--- src/rtl/spike_event_recorder_if.sv ---
// Handshake bundle between the SNN step producer / readout side and spike_event_recorder.
// SPIKE_EVT_DROP_CNT_EN adds the drop_count readout.
interface spike_event_recorder_if #(
  parameter int unsigned DEPTH    = 16,
  parameter int unsigned TS_WIDTH = 6,
  parameter int unsigned N_OUT    = 2
);
  logic                          step_valid;
  logic [N_OUT-1:0]              output_spikes;
  logic                          rd_en;
  logic [TS_WIDTH+N_OUT-1:0]     event_data;
  logic                          event_valid;
  logic [$clog2(DEPTH+1)-1:0]    event_count;
  logic                          full;
  logic                          overflow;
`ifdef SPIKE_EVT_DROP_CNT_EN
  logic [7:0]                    drop_count;
`endif

  modport master (
    output step_valid, output_spikes, rd_en,
`ifdef SPIKE_EVT_DROP_CNT_EN
    input  drop_count,
`endif
    input  event_data, event_valid, event_count, full, overflow
  );

  modport slave (
    input  step_valid, output_spikes, rd_en,
`ifdef SPIKE_EVT_DROP_CNT_EN
    output drop_count,
`endif
    output event_data, event_valid, event_count, full, overflow
  );
endinterface

--- src/rtl/spike_event_recorder.sv ---
// Records non-zero SNN output spike vectors, tagged with a step timestamp, into a show-ahead FIFO.
// Optional SPIKE_EVT_DROP_CNT_EN adds a saturating dropped-event counter.
module spike_event_recorder #(
  parameter int unsigned DEPTH    = 16,
  parameter int unsigned TS_WIDTH = 6,
  parameter int unsigned N_OUT    = 2
) (
  input  logic                  system_clock,
  input  logic                  reset,
  input  logic                  clear,
  spike_event_recorder_if.slave bus
);
  localparam int unsigned AW = $clog2(DEPTH);
  localparam int unsigned CW = $clog2(DEPTH+1);
  localparam int unsigned EW = TS_WIDTH + N_OUT;

  logic [EW-1:0]       mem [DEPTH];
  logic [AW-1:0]       wr_ptr, rd_ptr;
  logic [CW-1:0]       count, count_next;
  logic [TS_WIDTH-1:0] ts;
  logic                valid_q, full_q, ovf_q;
  logic                push_req, push, pop, drop;

  // A full FIFO still accepts a push when a pop frees the head slot in the same cycle.
  always_comb begin
    push_req   = bus.step_valid & (|bus.output_spikes);
    pop        = bus.rd_en & valid_q;
    push       = push_req & (~full_q | pop);
    drop       = push_req & full_q & ~pop;
    count_next = count;
    case ({push, pop})
      2'b10:   count_next = count + CW'(1);
      2'b01:   count_next = count - CW'(1);
      default: count_next = count;
    endcase
  end

  always_ff @(posedge system_clock or negedge reset) begin
    if (!reset) begin
      for (int unsigned i = 0; i < DEPTH; i++) mem[i] <= '0;
    end else if (!clear && push) begin
      mem[wr_ptr] <= {ts, bus.output_spikes};
    end
  end

  // valid/full are registered from the same next-count value as event_count.
  always_ff @(posedge system_clock or negedge reset) begin
    if (!reset) begin
      wr_ptr  <= '0;
      rd_ptr  <= '0;
      count   <= '0;
      ts      <= '0;
      valid_q <= 1'b0;
      full_q  <= 1'b0;
      ovf_q   <= 1'b0;
    end else if (clear) begin
      wr_ptr  <= '0;
      rd_ptr  <= '0;
      count   <= '0;
      ts      <= '0;
      valid_q <= 1'b0;
      full_q  <= 1'b0;
      ovf_q   <= 1'b0;
    end else begin
      if (push) wr_ptr <= wr_ptr + AW'(1);
      if (pop)  rd_ptr <= rd_ptr + AW'(1);
      if (bus.step_valid) ts <= ts + TS_WIDTH'(1);
      if (drop) ovf_q <= 1'b1;
      count   <= count_next;
      valid_q <= (count_next != '0);
      full_q  <= (count_next == CW'(DEPTH));
    end
  end

`ifdef SPIKE_EVT_DROP_CNT_EN
  logic [7:0] drop_cnt;

  always_ff @(posedge system_clock or negedge reset) begin
    if (!reset) begin
      drop_cnt <= '0;
    end else if (clear) begin
      drop_cnt <= '0;
    end else if (drop && drop_cnt != '1) begin
      drop_cnt <= drop_cnt + 8'd1;
    end
  end

  assign bus.drop_count = drop_cnt;
`endif

  assign bus.event_data  = mem[rd_ptr];
  assign bus.event_valid = valid_q;
  assign bus.event_count = count;
  assign bus.full        = full_q;
  assign bus.overflow    = ovf_q;
endmodule

--- src/flat_wrapper.sv ---
// flat-port wrapper written by rule: the top's interface ports become plain ports
module spike_event_recorder_flat 
#(
  parameter int unsigned DEPTH    = 16,
  parameter int unsigned TS_WIDTH = 6,
  parameter int unsigned N_OUT    = 2
)
  (system_clock, reset, clear, bus_step_valid, bus_output_spikes, bus_rd_en, bus_event_data, bus_event_valid, bus_event_count, bus_full, bus_overflow);
  spike_event_recorder_if #(.DEPTH(DEPTH), .TS_WIDTH(TS_WIDTH), .N_OUT(N_OUT)) bus_i ();
  input  logic system_clock;
  input  logic reset;
  input  logic clear;
  input wire logic [$bits(bus_i.step_valid)-1:0] bus_step_valid;
  input wire logic [$bits(bus_i.output_spikes)-1:0] bus_output_spikes;
  input wire logic [$bits(bus_i.rd_en)-1:0] bus_rd_en;
  output wire logic [$bits(bus_i.event_data)-1:0] bus_event_data;
  output wire logic [$bits(bus_i.event_valid)-1:0] bus_event_valid;
  output wire logic [$bits(bus_i.event_count)-1:0] bus_event_count;
  output wire logic [$bits(bus_i.full)-1:0] bus_full;
  output wire logic [$bits(bus_i.overflow)-1:0] bus_overflow;
  assign bus_i.step_valid = bus_step_valid;
  assign bus_i.output_spikes = bus_output_spikes;
  assign bus_i.rd_en = bus_rd_en;
  assign bus_event_data = bus_i.event_data;
  assign bus_event_valid = bus_i.event_valid;
  assign bus_event_count = bus_i.event_count;
  assign bus_full = bus_i.full;
  assign bus_overflow = bus_i.overflow;
  spike_event_recorder #(.DEPTH(DEPTH), .TS_WIDTH(TS_WIDTH), .N_OUT(N_OUT)) u_core (.system_clock(system_clock), .reset(reset), .clear(clear), .bus(bus_i));
endmodule
--- config.mk ---
export PLATFORM = sky130hd
export DESIGN_NAME = spike_event_recorder_flat
export DESIGN_NICKNAME = d
export VERILOG_FILES = /design/src/rtl/spike_event_recorder_if.sv /design/src/rtl/spike_event_recorder.sv /design/src/flat_wrapper.sv
export SDC_FILE = /design/constraint.sdc
export NUM_CORES = 1
export LEC_CHECK = 0
export ABC_AREA = 1
export CORE_ASPECT_RATIO = 0.7
export CORE_MARGIN = 2
export CORE_UTILIZATION = 35
export DETAILED_ROUTE_END_ITERATION = 8
export SLEW_MARGIN = 0
export SYNTH_ARGS = -nofsm -noshare
export SYNTH_HDL_FRONTEND = slang
export SYNTH_SLANG_ARGS = --single-unit
--- constraint.sdc ---
create_clock -name system_clock -period 2.8 [get_ports system_clock]
set_input_delay 0.42 -clock system_clock [delete_from_list [all_inputs] [get_ports system_clock]]
set_output_delay 0.42 -clock system_clock [all_outputs]
set_load 0.02 [all_outputs]
# After elaboration in Yosys (flattened, before gate mapping)
# Cells that the tools add are included.
[classes]
addsub = 5
magnitude_cmp = 3
n_eq_ne = 3
mux = 18
bitwise_logic = 10
n_reduce_logical = 9
[ops]
columns = ["op", "count"]
rows = [
  ["128-bit bitwise mux", 1],
  ["8-bit binary-select mux with 4-bit select", 1],
  ["8-bit demux with 4-bit select", 1],
  ["8-bit 2-to-1 mux", 3],
  ["4-bit 2-to-1 mux", 4],
  ["6-bit 2-to-1 mux", 2],
  ["5-bit greater-or-equal comparator (second input constant)", 2],
  ["4-bit NOT with 5-bit output", 2],
  ["5-bit one-hot mux with 2 select lines", 1],
  ["4-bit by 1-bit adder with 4-bit output (second input constant)", 2],
  ["2-bit nonzero test", 4],
  ["6-bit by 1-bit adder with 6-bit output (second input constant)", 1],
  ["5-bit by 1-bit adder with 5-bit output (second input constant)", 1],
  ["1-bit bitwise AND", 5],
  ["5-bit == test (second input constant)", 1],
  ["5-bit by 1-bit less-than comparator with 1-bit output (second input constant)", 1],
  ["5-bit 2-to-1 mux", 1],
  ["5-bit nonzero test", 1],
  ["5-bit by 1-bit subtractor with 5-bit output (second input constant)", 1],
  ["1-bit 2-to-1 mux", 4],
  ["2-bit by 1-bit == test with 1-bit output (second input constant)", 1],
  ["2-bit == test (second input constant)", 1],
  ["1-bit logical AND", 2],
  ["1-bit NOT", 2],
  ["other kinds (3)", 3],
]
[word_totals]
reg_bits = 150
input_bits = 7
out_inout_bits = 16
word_cells = 71

# Depth between registers and ports, before layout
[logic_depth]
word_depth = 7
ltp_mapped = 18
mapped_depth_nobuf = 18

# Least setup slack after synthesis
# Ideal clock, no wire load.
[synth_path]
path_kind = "register -> register"
start = "register u_core.valid_q (netlist: u_core.bus.event_valid)"
end = "register u_core.valid_q (netlist: u_core.bus.event_valid)"
setup_ps = 118
arrival_time_ps = 2101
required_ps = 2682
path_slack_ps = 580
path_stages_with_launch = 19
n_path_buf = 0
synth_period_minus_slack_ps = 2220
cell_sequence = "dfrtp_1 > nand2_1 > nand2_1 > nand2_4 > ha_1 > nand2_1 > inv_1 > nor2_1 > ha_1 > inv_1 > nand2_1 > inv_1 > nand2_1 > nand3_1 > nand2_1 > nor2_1 > nand3_1 > nand2_1 > nand2_1"
[synth_via]
elab_chain_cells = 7
word_cells_on_any_way = 8
classes_between = "eq/ne (2); mux (2); bitwise (3); reduce/logical (1)"
[synth_lines]
columns = ["element", "line", "source"]
rows = [
  ["start: declaration", "spike_event_recorder.sv:21", "logic valid_q, full_q, ovf_q;"],
  ["start signal: assignment", "spike_event_recorder.sv:70", "valid_q <= (count_next != '0);"],
  ["1-bit bitwise AND *", "spike_event_recorder.sv:27", "pop = bus.rd_en & valid_q;"],
  ["1-bit OR", "spike_event_recorder.sv:28", "push = push_req & (~full_q | pop);"],
  ["1-bit bitwise AND", "spike_event_recorder.sv:28", ""],
  ["2-bit by 1-bit == test with 1-bit output / 2-bit == test (equally long branches)", "spike_event_recorder.sv:31", "case ({push, pop})"],
  ["5-bit one-hot mux with 2 select lines *", "spike_event_recorder.sv:31", ""],
  ["5-bit nonzero test *", "spike_event_recorder.sv:70", ""],
  ["1-bit 2-to-1 mux *", "spike_event_recorder.sv:56", "end else if (clear) begin"],
]
# Every way passes the cells marked *; elsewhere a longest branch is shown, timed or not.
# A chain may end at the register's enable or synchronous reset.

# Final worst setup path
[layout_path]
start = "register u_core.rd_ptr[0]"
end = "output port bus_event_data[4]"
[layout_via]
elab_chain_cells = 4
[layout_lines]
columns = ["element", "line", "source"]
rows = [
  ["start: declaration", "spike_event_recorder.sv:18", "logic [AW-1:0] wr_ptr, rd_ptr;"],
  ["start signal: assignment", "spike_event_recorder.sv:66", "if (pop) rd_ptr <= rd_ptr + AW'(1);"],
  ["4-bit NOT with 5-bit output (implied by the code)", "spike_event_recorder.sv:91", "assign bus.event_data = mem[rd_ptr];"],
  ["8-bit binary-select mux with 4-bit select", "spike_event_recorder.sv:91", ""],
  ["8-bit 2-to-1 mux (implied by the code) (2 in series)", "spike_event_recorder.sv:91", ""],
  ["end: declaration", "flat_wrapper.sv:16", "output wire logic [$bits(bus_i.event_data)-1:0] bus_event_data;"],
]
# No other way between the ends. The select of a mux whose other input is x is not followed.

==> impl_metrics.csv <==
group,metric,value,unit
critical_path,crit_path_start_kind,"flip-flop",
detailed_routing,post_drt_via_cell_ratio,5.21,
clocking,cts_setup_buffers,0,
final_layout,flow.area_growth_from_synthesis,17.4,%
worst_hold_path,class_of_the_most_critical_hold_timing_path,"reg -> reg",
power_and_ir_drop,internal_power,4.47,mW
detailed_routing,postRouteAntennaNets,0,
power_and_ir_drop,cellLeakagePower,3.67,nW
sta,final-max-slew-violation-count,0,
place,placed_cells,1076,
sta,rsz0062_at_grt,"false",
global_routing,grt_pass1_vias,5496,
floorplanning,die_area,21300,µm²
critical_path,reg2reg_to,"u_core.bus.event_valid",
global_routing,grt_first_pass_wirelength,31500,µm
clocking,h-tree-depth,4,
place,post_dp_cell_area,7590,µm²
global_routing,overflow,0,
final_layout,fin_nets,842,
yosys,ys_seq_elements,150,
yosys,synth.largest_area_cell,"dfrtp_1",
floorplanning,die_width,174,µm
clocking,clkLatencyLatePin,440,ps
critical_path,critPathRequiredTime,2380,ps
flow_run,number_of_max_cap_violations,0,
worst_hold_path,worstHoldPathCells,2,
sta,timing.final.setup_violations,0,
final_layout,layout.core_utilization,41.9,%
power_and_ir_drop,share_comb_of_total_power,20.0,%
yosys,synthDominantCellAreaShare,53.3,%
critical_path,worst_setup_path_end_kind,"output port",
place,gp_congestion,0.826,
clocking,cts_made_buffers,17,
critical_path,setup.reg_to_reg.worst_slack,640,ps
detailed_routing,dr.pass1.iters,5,
floorplanning,dieHeight,123,µm
clocking,clk_path_buf_depth,2,
yosys,asyncSetResetFlopFracSynth,100,%
sta,fin_skew,11.4,ps
critical_path,worst_r2r_startpoint,"u_core.bus.event_valid",
clocking,cts_tree,"done",
final_layout,finalInstanceArea,8270,µm²
detailed_routing,via_count,5777,
power_and_ir_drop,pwr-share-seq,37.5,%
critical_path,cp.arrival,2250,ps
floorplanning,design.core.area,19700,µm²
detailed_routing,detail_route.iter0.violations,592,
clocking,numClockSinks,150,
yosys,syn-num-nets,830,
sta,final.period_utilization,95.3,%
yosys,post_synth_edffs,0,
power_and_ir_drop,p_per_area,762,nW/µm²
power_and_ir_drop,power_switching_share,29.0,%
power_and_ir_drop,power_frac_clock,42.4,%
sta,max_clock_freq,375,MHz
final_layout,diodes,0,
yosys,yosys_warnings,0,
final_layout,layout.cells.non_filler,1108,
sta,layout_min_cycle_time,2670,ps
power_and_ir_drop,switchingPower,1.83,mW
critical_path,setup.worst_path.end,"bus_event_data[4]",
sta,tightest_slew,698,ps
yosys,synth_area_leaders,"dfrtp_1 (53%), o21ai_0 (13%), nand2_1 (9.3%)",
global_routing,grt_max_degree,61,
place,port_buffers,22,
yosys,ys_dominant_reg_cell,"dfrtp_1",
critical_path,critPathMaxFanout,35,
critical_path,worst-r2r-cell-count,16,
floorplanning,initial_core_util,35.7,%
floorplanning,ios,23,
worst_hold_path,min_from,"u_core.mem[0]",
detailed_routing,drc,0,
yosys,mappedNetlistArea,7040,µm²
floorplanning,row_count,43,
global_routing,global_route.usage.total,19.4,%
yosys,synth.lib_cells_used.distinct,35,
status,status,"complete, no violations",
place,place_hpwl,12300,µm
critical_path,critical_setup_path_class,"reg -> out",
sta,timing.setup.tns,0,ps
detailed_routing,postRouteWirelength,19300,µm
yosys,synth_most_common_cell,"o21ai_0",
yosys,syn_inst,814,
clocking,clk_pin_slew,60,ps
yosys,post_synth_most_frequent_cells,"o21ai_0 (184), nand2_1 (175), dfrtp_1 (150)",
yosys,proportion_of_synthesized_chip_area_in_sequential_cells,53.3,%
detailed_routing,routed_wire_length_per_instance,17.4,µm
critical_path,crit_start,"u_core.rd_ptr[0]",
sta,slew-limit-headroom,53.4,%
sta,timing_hold_violations_final,0,
clocking,clock-root-buffer,"clkbuf_16",
final_layout,share_of_final_layout_standard_cells_stronger_than_drive_strength_1,9.43,%
power_and_ir_drop,power.ir.vdd_worst,0.419,mV
yosys,syn-mean-instance-area,8.65,µm²
global_routing,grt_antenna_before_repair,0,
## logic make-up after synthesis
kind of cell             share of synthesized area (%)
buffers and inverters                             5.45
AND/OR/NAND/NOR                                   19.0
adder cells (fa/ha/maj)                           1.60
AO/OA/AOI/OAI                                     20.4
multiplexers                                     0.142
XOR/XNOR                                         0.124
flip-flops                                        53.3
## sequential cells by signal (all words and copies together), names as in the netlist
register                count
u_core.rd_ptr               4
u_core.bus.event_count      5
u_core.bus.overflow         1
u_core.wr_ptr               4
u_core.ts                   6
u_core.mem                128
u_core.bus.event_valid      1
u_core.bus.full             1
## stage by stage
stage	setup WS [ps]	power (mW)	hold slack (ps)
2_1_floorplan	580	3.15	124
3_3_place_gp	154	3.68	437
3_5_place_dp	133	3.68	445
4_1_cts	118	6.32	483
5_1_grt	20.1	6.57	501
6_report	131	6.30	479
## worst min path at each step
stage,end
3_5_place_dp,u_core.mem[105]
2_1_floorplan,u_core.bus.event_count[0]
3_3_place_gp,u_core.mem[109]
4_1_cts,u_core.mem[113]
6_report,u_core.mem[0]
5_1_grt,u_core.mem[20]
## cells in the final DEF, fill, tap and decap left out, types with 3 or more instances in the layout
cell type and instances:
clkbuf_16 17, nor3_1 7, buf_4 14, ha_1 9
a21oi_1 17, nand2_2 4, clkbuf_8 4, nor2_4 3
inv_1 35, o21ai_0 183, o221ai_1 15, nand3_1 20
nor2_1 74, inv_2 6, clkdlybuf4s50_1 13, dfrtp_1 149
o22ai_1 8, buf_12 5, o21ai_1 19, o211ai_1 17
dlygate4sd2_1 7, nand4_4 3, nand3_4 3, nand2_1 175
bufinv_16 6
## power groups by stage
stage	combinational (mW)	clock [mW]	sequential, mW
after floorplan	0.734	0	2.42
after global placement	1.28	0	2.40
after detailed placement	1.28	0	2.40
after CTS	1.26	2.69	2.37
after global routing	1.40	2.79	2.38
final	1.26	2.67	2.37
## area by class of cell
class | instances | area [µm²]
tap | 270 | 338
inverter | 43 | 161
timing repair buffer | 42 | 423
multi-input combinational | 572 | 2910
clock inverter | 8 | 193
fill | 1976 | 11500
sequential | 150 | 3750
clock buffer | 23 | 488
## repair_timing
item,in CTS,in global routing
setup endpoints to repair,8,1
pin swaps,1,1
gates resized for setup,10,2
hold buffers,1,0
endpoints found under the hold margin,56,0
## layer usage
metal	track usage, %	part of all wire (%)	up-vias
met2	27.9	42	130
li1	-	-	2775
met3	4.31	5.3	18
met1	29.3	52	2854
met5	0	0	-
met4	5.67	1.4	0
## worst max-delay path: stages (launching register included)
cell	delay, ps
dfrtp_2	450
inv_2	110
buf_12	190
a21oi_1	90
o21ai_0	140
o211ai_1	140
o211ai_1	170
nand2_1	160
dlygate4sd2_1	350
Note: power is estimated with default switching activity, not from simulation.
